==> src/rtl/priority_encoder_rr.sv <==
// Registered priority encoder with fixed-priority and round-robin modes,
// one-deep output stage with valid/ready handshake on both sides.
module priority_encoder_rr #(
    parameter int N = 8,
    parameter int W = $clog2(N)
) (
    input  logic         clk,
    input  logic         rst,
    input  logic [N-1:0] d,
    input  logic         en,
    input  logic         mode,
    input  logic         in_valid,
    output logic         in_ready,
    output logic [W-1:0] out_idx,
    output logic         out_valid,
    input  logic         out_ready,
    output logic         out_none,
    output logic         out_multi
);

    logic [W-1:0] ptr;
    logic [N-1:0] upper_mask;
    logic [N-1:0] upper_req;
    logic [W-1:0] fp_idx;
    logic [W-1:0] rr_idx;
    logic [W-1:0] win_idx;
    logic [W-1:0] ptr_next;
    logic         any_req;
    logic         multi_req;
    logic         accept;

    function automatic logic [W-1:0] lowest_set(input logic [N-1:0] v);
        logic [W-1:0] idx;
        idx = '0;
        for (int i = N - 1; i >= 0; i--) begin
            if (v[i]) idx = W'(i);
        end
        return idx;
    endfunction

    assign in_ready = !out_valid || out_ready;
    assign accept   = in_valid && in_ready;

    // Round-robin: prefer requests at or above ptr, otherwise wrap to the lowest set bit.
    always_comb begin
        // NOTE: every combinational output gets a default first so no latch is inferred.
        upper_mask = '0;
        for (int i = 0; i < N; i++) begin
            upper_mask[i] = (W'(i) >= ptr);
        end
        upper_req = d & upper_mask;
        fp_idx    = lowest_set(d);
        rr_idx    = (|upper_req) ? lowest_set(upper_req) : fp_idx;
        win_idx   = mode ? rr_idx : fp_idx;
        any_req   = |d;
        multi_req = |(d & (d - N'(1)));
        ptr_next  = (win_idx == W'(N - 1)) ? '0 : win_idx + W'(1);
    end

    // NOTE: sequential state uses non-blocking assignments so all registers see pre-edge values.
    always_ff @(posedge clk) begin
        if (rst) begin
            out_valid <= 1'b0;
            out_idx   <= '0;
            out_none  <= 1'b0;
            out_multi <= 1'b0;
            ptr       <= '0;
        end else if (accept) begin
            out_valid <= 1'b1;
            if (en && any_req) begin
                out_idx   <= win_idx;
                out_none  <= 1'b0;
                out_multi <= multi_req;
                if (mode) ptr <= ptr_next;
            end else begin
                out_idx   <= '0;
                out_none  <= 1'b1;
                out_multi <= 1'b0;
            end
        end else if (out_ready) begin
            out_valid <= 1'b0;
        end
    end

endmodule

==> config.mk <==
export PLATFORM = sky130hd
export DESIGN_NAME = priority_encoder_rr
export DESIGN_NICKNAME = d
export VERILOG_FILES = /design/src/rtl/priority_encoder_rr.sv
export SDC_FILE = /design/constraint.sdc
export NUM_CORES = 1
export LEC_CHECK = 0
export BUFFER_PORTS_ARGS = -buffer_cell sky130_fd_sc_hd__buf_2
export CAP_MARGIN = 25
export CORE_MARGIN = 2
export CORE_UTILIZATION = 45
export CTS_CLUSTER_SIZE = 14
export DETAILED_ROUTE_END_ITERATION = 6
export PLACE_DENSITY_LB_ADDON = 0.15
export SLEW_MARGIN = 20
export SYNTH_ARGS = -nofsm -noshare
export SYNTH_HDL_FRONTEND = slang
export SYNTH_SLANG_ARGS = --single-unit
export TNS_END_PERCENT = 30
==> constraint.sdc <==
create_clock -name clk -period 2.5 [get_ports clk]
set_clock_uncertainty 0.05 [all_clocks]
set_input_delay 0.25 -clock clk [delete_from_list [all_inputs] [get_ports clk]]
set_output_delay 0.25 -clock clk [all_outputs]
set_load 0.03 [all_outputs]
======== Word level (Yosys, flattened, before mapping) ========
Cells that the tools add are included.
storage, ports and cells
  memories ................................ 0
  bits in writable memories ............... 0
  bits in latches ......................... 0
  memory bits (read-only) ................. 0
  word-level logic and storage cells ...... 51
  bits in registers ....................... 9
  output and inout port bits .............. 7
cells by class
  eq/ne operators ......................... 1
  div/mod/pow operators ................... 0
  shifts and indexed selects .............. 0
  multiplexer cells ....................... 24
  reductions and logical operators ........ 9
  order comparisons ....................... 8
  add/subtract/negate cells ............... 2
  $mul .................................... 0
  bitwise operators ....................... 2
operator list
  cell                                                              count
  two-way mux 3 bit                                                 20
  OR reduction 8 bit                                                3
  AND 8 bit                                                         2
  greater-or-equal comparator 3 bit, first input constant           4
  subtractor 8 x 1 -> 8 bit, second input constant                  1
  greater-or-equal comparator 1 x 3 -> 1 bit, first input constant  2
  greater-or-equal comparator 2 x 3 -> 1 bit, first input constant  2
  two-way mux 1 bit                                                 4
  adder 3 x 1 -> 3 bit, second input constant                       1
  equality test 3 bit, second input constant                        1
  AND reduction 3 bit                                               1
  logical AND 1 bit                                                 2
  nonzero test 2 bit                                                1
  logical NOT 1 bit                                                 1
  logical OR 1 bit                                                  1

======== Logic depth before layout (Yosys ltp) ========
Gate-level depths: netlist (run 1).
  depth after elaboration ................. 14
  depth in mapped cells ................... 11

======== Worst setup path before layout (run 1) ========
Ideal clock, no wire load.
  kind .................................... reg2reg
  start ................................... reg ptr[2]
  end ..................................... reg ptr[0]
  stages on the path, launching flop included .. 12
  buffers on the path ..................... 1
  slack ................................... 0.163 ns
  library setup time ...................... 0.062 ns
  data arrival time ....................... 2.225 ns
  period minus slack after synthesis ...... 2.337 ns
  required time ........................... 2.388 ns
  cells stage by stage .................... dfxtp_1 -> buf_4 -> nand3_1 -> a21oi_1 -> a41oi_2 -> nand3_1 -> nand2_1 -> ha_1 -> ha_1 -> nor4_1 -> or3b_1 -> nand3_1
between the ends
  cells in the longest elaborated chain, start to end .. 14
  elaborated cells on any way between the ends .. 23
  classes of those cells .................. add/sub: 1; order compare: 8; eq/ne: 1; mux: 11; bitwise: 1; reduce/logical: 1
RTL lines
  element                                                             line  text
  from (decl)                                                         21    logic [W-1:0] ptr;
  from (signal assigned)                                              74    if (mode) ptr <= ptr_next;
  greater-or-equal comparator 3 bit                                   49    upper_mask[i] = (W'(i) >= ptr);
  AND 8 bit *                                                         51    upper_req = d & upper_mask;
  two-way mux 3 bit (8 in series)                                     36    if (v[i]) idx = W'(i);
  two-way mux 3 bit *                                                 53    rr_idx = (|upper_req) ? lowest_set(upper_req) : fp_idx;
  two-way mux 3 bit *                                                 54    win_idx = mode ? rr_idx : fp_idx;
  adder 3 x 1 -> 3 bit / equality test 3 bit (equally long branches)  57    ptr_next = (win_idx == W'(N - 1)) ? '0 : win_idx + W'(1);
  two-way mux 3 bit *                                                 57
Every way passes the cells marked *; elsewhere a longest branch is shown, timed or not.
A chain may end at the register's enable or synchronous reset.

======== Worst setup path after layout (run 1) ========
  start ................................... reg ptr[0]
  end ..................................... reg ptr[0]
The elaborated chain is that of the path after synthesis.

==> flow_metrics.tcl, run 1 <==
set metrics [dict create \
    fmax_mhz 406 \
    avgSynthCellArea_um2 7.69 \
    hp-class "input pin to flop" \
    num_vias 928 \
    synthFlopType "dfxtp_1" \
    grt.total_usage 0.237 \
    cts_buffer_depth 2 \
    setup_violations 0 \
    ant_nets 0 \
    place_ws_ps -80.2 \
    clock_sinks 9 \
    multiInputGateArea_um2 596 \
    synth_edf_count 0 \
    hold_buffers 0 \
    finalCriticalPeriod_ps 2470 \
    yosys.cell_types.count 41 \
    yosys-top-cells-count "10 x nand2_1, 10 x nor2_1, 9 x a21oi_1, 9 x dfxtp_1, 7 x o21ai_0" \
    io_buffers 20 \
    peakVddDrop_mv 0.340 \
    grt_antenna_before_repair 0 \
    cts.htree.levels 1 \
    period_share 0.986 \
    die-area_um2 2080 \
    grt_max_degree 10 \
    synth_area_um2 777 \
    avgViaCountPerCell 5.99 \
    synth_area_leader_cell "dfxtp_1" \
    synth_top_area_share 0.232 \
    cpPeakStageDelay_ps 370 \
    power.density_nw_per_um2 390 \
    cts_tree "built" \
    crit_arrival_ps 2620 \
    crit_type "flop to flop" \
    worst_skew_pair.late_latency_ps 260 \
    wl_per_cell_um 15.0 \
    setup_ws_ps 34.4 \
    drv_slew 0 \
    drt_first_pass_iters 6 \
    drc 0 \
    clkTransAtPathRegs_ps 60 \
    synth.net_count 117 \
    setup.worst_path.end_class "flop" \
    cp-start-kind "flop" \
    grt_pass1_wl_mm 3.56 \
    wirelength_mm 2.32 \
    cpMostUsedCell "ha_2" \
    maxCapViolCount 0 \
    coreArea_um2 1670 \
    path_cells "and3b_1, a211o_1, a41o_1, nand2_2, nand2_1, ha_2, ha_2, nor4_4, or3b_1, nand3_1" \
    row_count 15 \
    pin_count 21 \
    overflow 0 \
    numCtsBuffers 3 \
    crit_family "simple AND/OR/NAND/NOR gates" \
    drt_iter0_drc 36 \
    outcome "complete, no violations" \
    die_x_um 45.6 \
    crit_required_ps 2650 \
    p_leak_nw 0.496 \
    ys_ff_latch 9 \
    nFillCells 140 \
    timing.hold.ws_ps 204 \
    fin_nets 155 \
    hold_viol 0 \
    place.gp.congestion 0.870 \
    synthCells 101 \
    worst_pin_slew_ps 411 \
    synth_area_leaders "dfxtp_1 23%, a21oi_1 5.8%, nand2_1 4.8%" \
    cp_num_buf_inv 0 \
    diodes 0 \
    yosys_warnings 0 \
    syn2layout_area_growth_pct 36.6 \
    slowest_stage "or3b_1" \
    dieHeight_um 45.6 \
    drive_above_1_share 0.391 \
    grt_pass1_vias 862 \
    slew_headroom 0.724 \
    initial_core_util 0.465 \
    hpwlAfterDp_mm 1.61 \
    regArea_um2 185 \
    synthArstFlopShare 0 \
    clockRootBuffer "clkbuf_4" \
    ys_seq_area_frac 0.232 \
    crit_fanout 6 \
]
[placed cells by master, fill, tap and decap left out, types with 4 or more instances in the layout]
cell type | Yosys | layout
buf_4 | 2 | 15
buf_2 | 0 | 20
nor2_1 | 10 | 9
dfxtp_1 | 9 | 7
o21ai_0 | 7 | 6
a21oi_1 | 9 | 9
inv_1 | 5 | 5
nand3_1 | 4 | 4
nand2_1 | 10 | 9
[state kept, by name, summed over array words and instances, names as in the netlist]
signal	cells
out_idx	3
out_valid	1
out_multi	1
out_none	1
ptr	3
[per-layer routing]
| layer | vias to the layer above | track usage | wire length (µm) |
|---|---|---|---|
| met5 | - | 0 | 0 |
| li1 | 458 | - | - |
| met4 | 0 | 0.100 | 59 |
| met3 | 10 | 0.0794 | 170 |
| met2 | 37 | 0.394 | 1140 |
| met1 | 423 | 0.275 | 953 |
[where the power goes]
| part | total [mW] | internal (mW) | switching (mW) |
|---|---|---|---|
| clock | 0.114 | 0.0592 | 0.0553 |
| combinational | 0.144 | 0.0609 | 0.0830 |
| sequential | 0.156 | 0.150 | 0.00560 |
| total | 0.414 | 0.270 | 0.144 |
[metrics by stage]
step           std cells  cell area [µm²]  total power, mW   util  TNS [ps]
3_5_place_dp         148              973            0.286  0.583     -80.2
3_3_place_gp         148              973            0.284  0.583         0
5_1_grt              155             1060            0.436  0.635     -44.1
2_1_floorplan        101              777            0.231      -         0
6_report             155             1060            0.414  0.635         0
4_1_cts              152             1010            0.402  0.606         0
[logic make-up after synthesis]
| logic type | after synthesis | synth area share |
|---|---|---|
| multiplexers | 2 | 0.0258 |
| AO/OA/AOI/OAI | 39 | 0.374 |
| flip-flops | 9 | 0.232 |
| AND/OR/NAND/NOR | 42 | 0.293 |
| adder cells (fa/ha/maj) | 2 | 0.0322 |
| buffers and inverters | 7 | 0.0435 |
[tightest hold or removal path: cells and delay by family]
family                 cells  cell delay (ps)
buffers and inverters      2              170
AO/OA/AOI/OAI              1               50
[area by class of cell]
cell class                      count  share of cell area
Tap cell                           17              0.0200
Sequential cell                     9               0.175
Multi-Input combinational cell     85               0.561
Clock inverter                      1             0.00472
Clock buffer                        3              0.0212
Timing Repair Buffer               35               0.200
Inverter                            5              0.0177
[path summary, 6_finish.rpt]
path	slack, ps	depth (start not counted)	start	endpoint
setup / recovery	30	10	ptr[0]	ptr[0]
hold / removal	200	3	in_valid	out_valid
setup reg to reg	30	10	ptr[0]	ptr[0]
hold reg to reg	380	2	out_multi	out_multi
[repair_timing]
item                                    4_1_cts  5_1_grt
hold endpoints to repair                      0        0
gates resized for setup                       4        8
pin swaps                                     2        3
buffers inserted                              0        3
endpoints found under the setup margin        1        1
(Power assumes the default switching activity.)
==> run 2, diff against run 1 <==
--- a/config.mk
+++ b/config.mk
@@ -5,12 +5,14 @@
 export SDC_FILE = /design/constraint.sdc
 export NUM_CORES = 1
 export LEC_CHECK = 0
-export BUFFER_PORTS_ARGS = -buffer_cell sky130_fd_sc_hd__buf_2
 export CAP_MARGIN = 25
 export CORE_MARGIN = 2
 export CORE_UTILIZATION = 45
 export CTS_CLUSTER_SIZE = 14
 export DETAILED_ROUTE_END_ITERATION = 6
+export DONT_BUFFER_PORTS = 1
+export GPL_ROUTABILITY_DRIVEN = 1
+export MAX_ROUTING_LAYER = met4
 export PLACE_DENSITY_LB_ADDON = 0.15
 export SLEW_MARGIN = 20
 export SYNTH_ARGS = -nofsm -noshare
==> run 2 against run 1 <==
Effect of this change:
- sequential share of layout area increased by 3.0 points
- final area decreased by 13%
- hold slack lost 160 ps
- core utilization fell by 8.3 points
- global-route usage fell by 2.8 points
- flip-flop and latch count unchanged
- register-to-register slack better by 60 ps
- first-iteration DRC count shrank 56%
- via count shrank 13%
- clock-buffer cell count stayed put
==> flow_metrics.tcl, run 2 (synthesis results as in run 1) <==
set metrics [dict create \
    outcome "complete, no violations" \
    cts_tree "built" \
    grt_antenna_before_repair 0 \
    fin_nets 129 \
    place.gp.congestion 0.882 \
    slowest_stage "dfxtp_4" \
    nFillCells 160 \
    peakVddDrop_mv 0.376 \
    r2r_start "ptr[2]" \
    num_vias 804 \
    clock_sinks 9 \
    clkTransAtPathRegs_ps 70 \
    cpPeakStageDelay_ps 370 \
    crit_required_ps 2660 \
    wirelength_mm 1.94 \
    hold_viol 0 \
    maxCapViolCount 0 \
    startpoint "ptr[2]" \
    power.density_nw_per_um2 407 \
    ant_nets 0 \
    wl_per_cell_um 15.1 \
    io_buffers 0 \
    numCtsBuffers 3 \
    reg_top3 "out_idx: 3 flops, ptr: 3 flops" \
    die_x_um 45.6 \
    slew_headroom 0.693 \
    cts.htree.levels 1 \
    diodes 0 \
    final_cell_mix "10 x nor2_1, 10 x nand2_1, 8 x a21oi_1" \
    cts_buffer_depth 2 \
    dieHeight_um 45.6 \
    crit_fanout 6 \
    overflow 0 \
    timing.hold.ws_ps 49.1 \
    die-area_um2 2080 \
    avgViaCountPerCell 6.23 \
    initial_core_util 0.465 \
    path_cells "and3b_1, a211o_1, a41o_1, nand2_1, o21ai_1, ha_2, ha_1, nor4_2, or3b_1, nand3_1" \
    syn2layout_area_growth_pct 18.7 \
    p_leak_nw 0.385 \
    grt_pass1_wl_mm 2.97 \
    worst_pin_slew_ps 461 \
    cp-start-kind "flop" \
    dp_cells 121 \
    final_cells 129 \
    period_share 0.963 \
    hp-class "input pin to flop" \
    setup_violations 0 \
    drt_iter0_drc 16 \
    drv_slew 0 \
    setup.worst_path.end_class "flop" \
    hpwlAfterDp_mm 1.48 \
    fin_tns_setup_ps 0 \
    clockRootBuffer "clkbuf_4" \
    grt_max_degree 12 \
    grt_pass1_vias 669 \
    finalCriticalPeriod_ps 2410 \
    drc 0 \
    grt.total_usage 0.209 \
    row_count 15 \
    worst_skew_pair.late_latency_ps 280 \
    coreArea_um2 1670 \
    pin_count 21 \
    crit_arrival_ps 2560 \
    drive_above_1_share 0.232 \
    crit_type "flop to flop" \
    fmax_mhz 415 \
    hold_path.startpoint "in_valid" \
    drt_first_pass_iters 4 \
]
==> run 2: changes by cell type in the layout (fill, tap and decap cells not counted), sizes merged <==
| cell | before | now |
|---|---|---|
| buf | 35 | 8 |
| dlygate4sd3 | 0 | 1 |
==> run 2: critical path: cells and delay by family (launching register included) <==
family,cells,cell delay [ps]
DFF,1,370
AOI/OAI and AO/OA,3,610
and+or+nand+nor,5,950
adders and majority gates,2,350
==> run 2: path summary, 6_finish.rpt <==
kind | endpoint | slack (ps) | cells after the start
worst max register to register | ptr[0] | 90 | 10
worst min-delay path | out_valid | 50 | 2
worst min register to register | ptr[2] | 510 | 2
worst max-delay path | ptr[0] | 90 | 10
==> run 2: per-stage QoR <==
step                      utilization  cell area [µm²]  power [mW]  setup slack [ps]
after CTS                       0.523              873       0.371             0.528
after global placement          0.491              821       0.251             -9.55
after floorplan                     -              777       0.231               163
after detailed placement        0.491              821       0.251             -80.8
after global routing            0.552              922       0.400             -5.60
final                           0.552              922       0.376              91.5
==> run 2: where the power goes <==
part | total [mW] | switching [mW] | internal (mW) | leakage [nW]
clock network | 0.117 | 0.0580 | 0.0593 | 0.0177
registers | 0.166 | 0.0168 | 0.149 | 0.0756
logic | 0.0921 | 0.0473 | 0.0448 | 0.292
total | 0.376 | 0.122 | 0.253 | 0.385
==> run 2: routing by layer <==
metal / share of wire / track usage / wire [µm] / vias to the layer above
met5: 0 / - / 0 / -
met4: 0.0067 / 0.0529 / 13 / 0
met3: 0.065 / 0.0754 / 126 / 2
met2: 0.47 / 0.313 / 920 / 31
met1: 0.45 / 0.265 / 883 / 367
li1: - / - / - / 404
==> run 2: repair_timing <==
action,in CTS,in global routing
hold buffers,1,0
endpoints found under the setup margin,1,1
gates resized for setup,4,7
setup buffers,0,3
pin swaps,0,4
endpoints found under the hold margin,3,0
==> run 2: layout make-up <==
class | count | area, µm² | share of cell area
multi-input combinational | 85 | 583 | 0.632
tap | 17 | 21.3 | 0.0231
clock inverter | 1 | 5.00 | 0.00543
inverter | 5 | 18.8 | 0.0204
sequential | 9 | 189 | 0.205
clock buffer | 3 | 22.5 | 0.0244
timing repair buffer | 9 | 82.6 | 0.0896
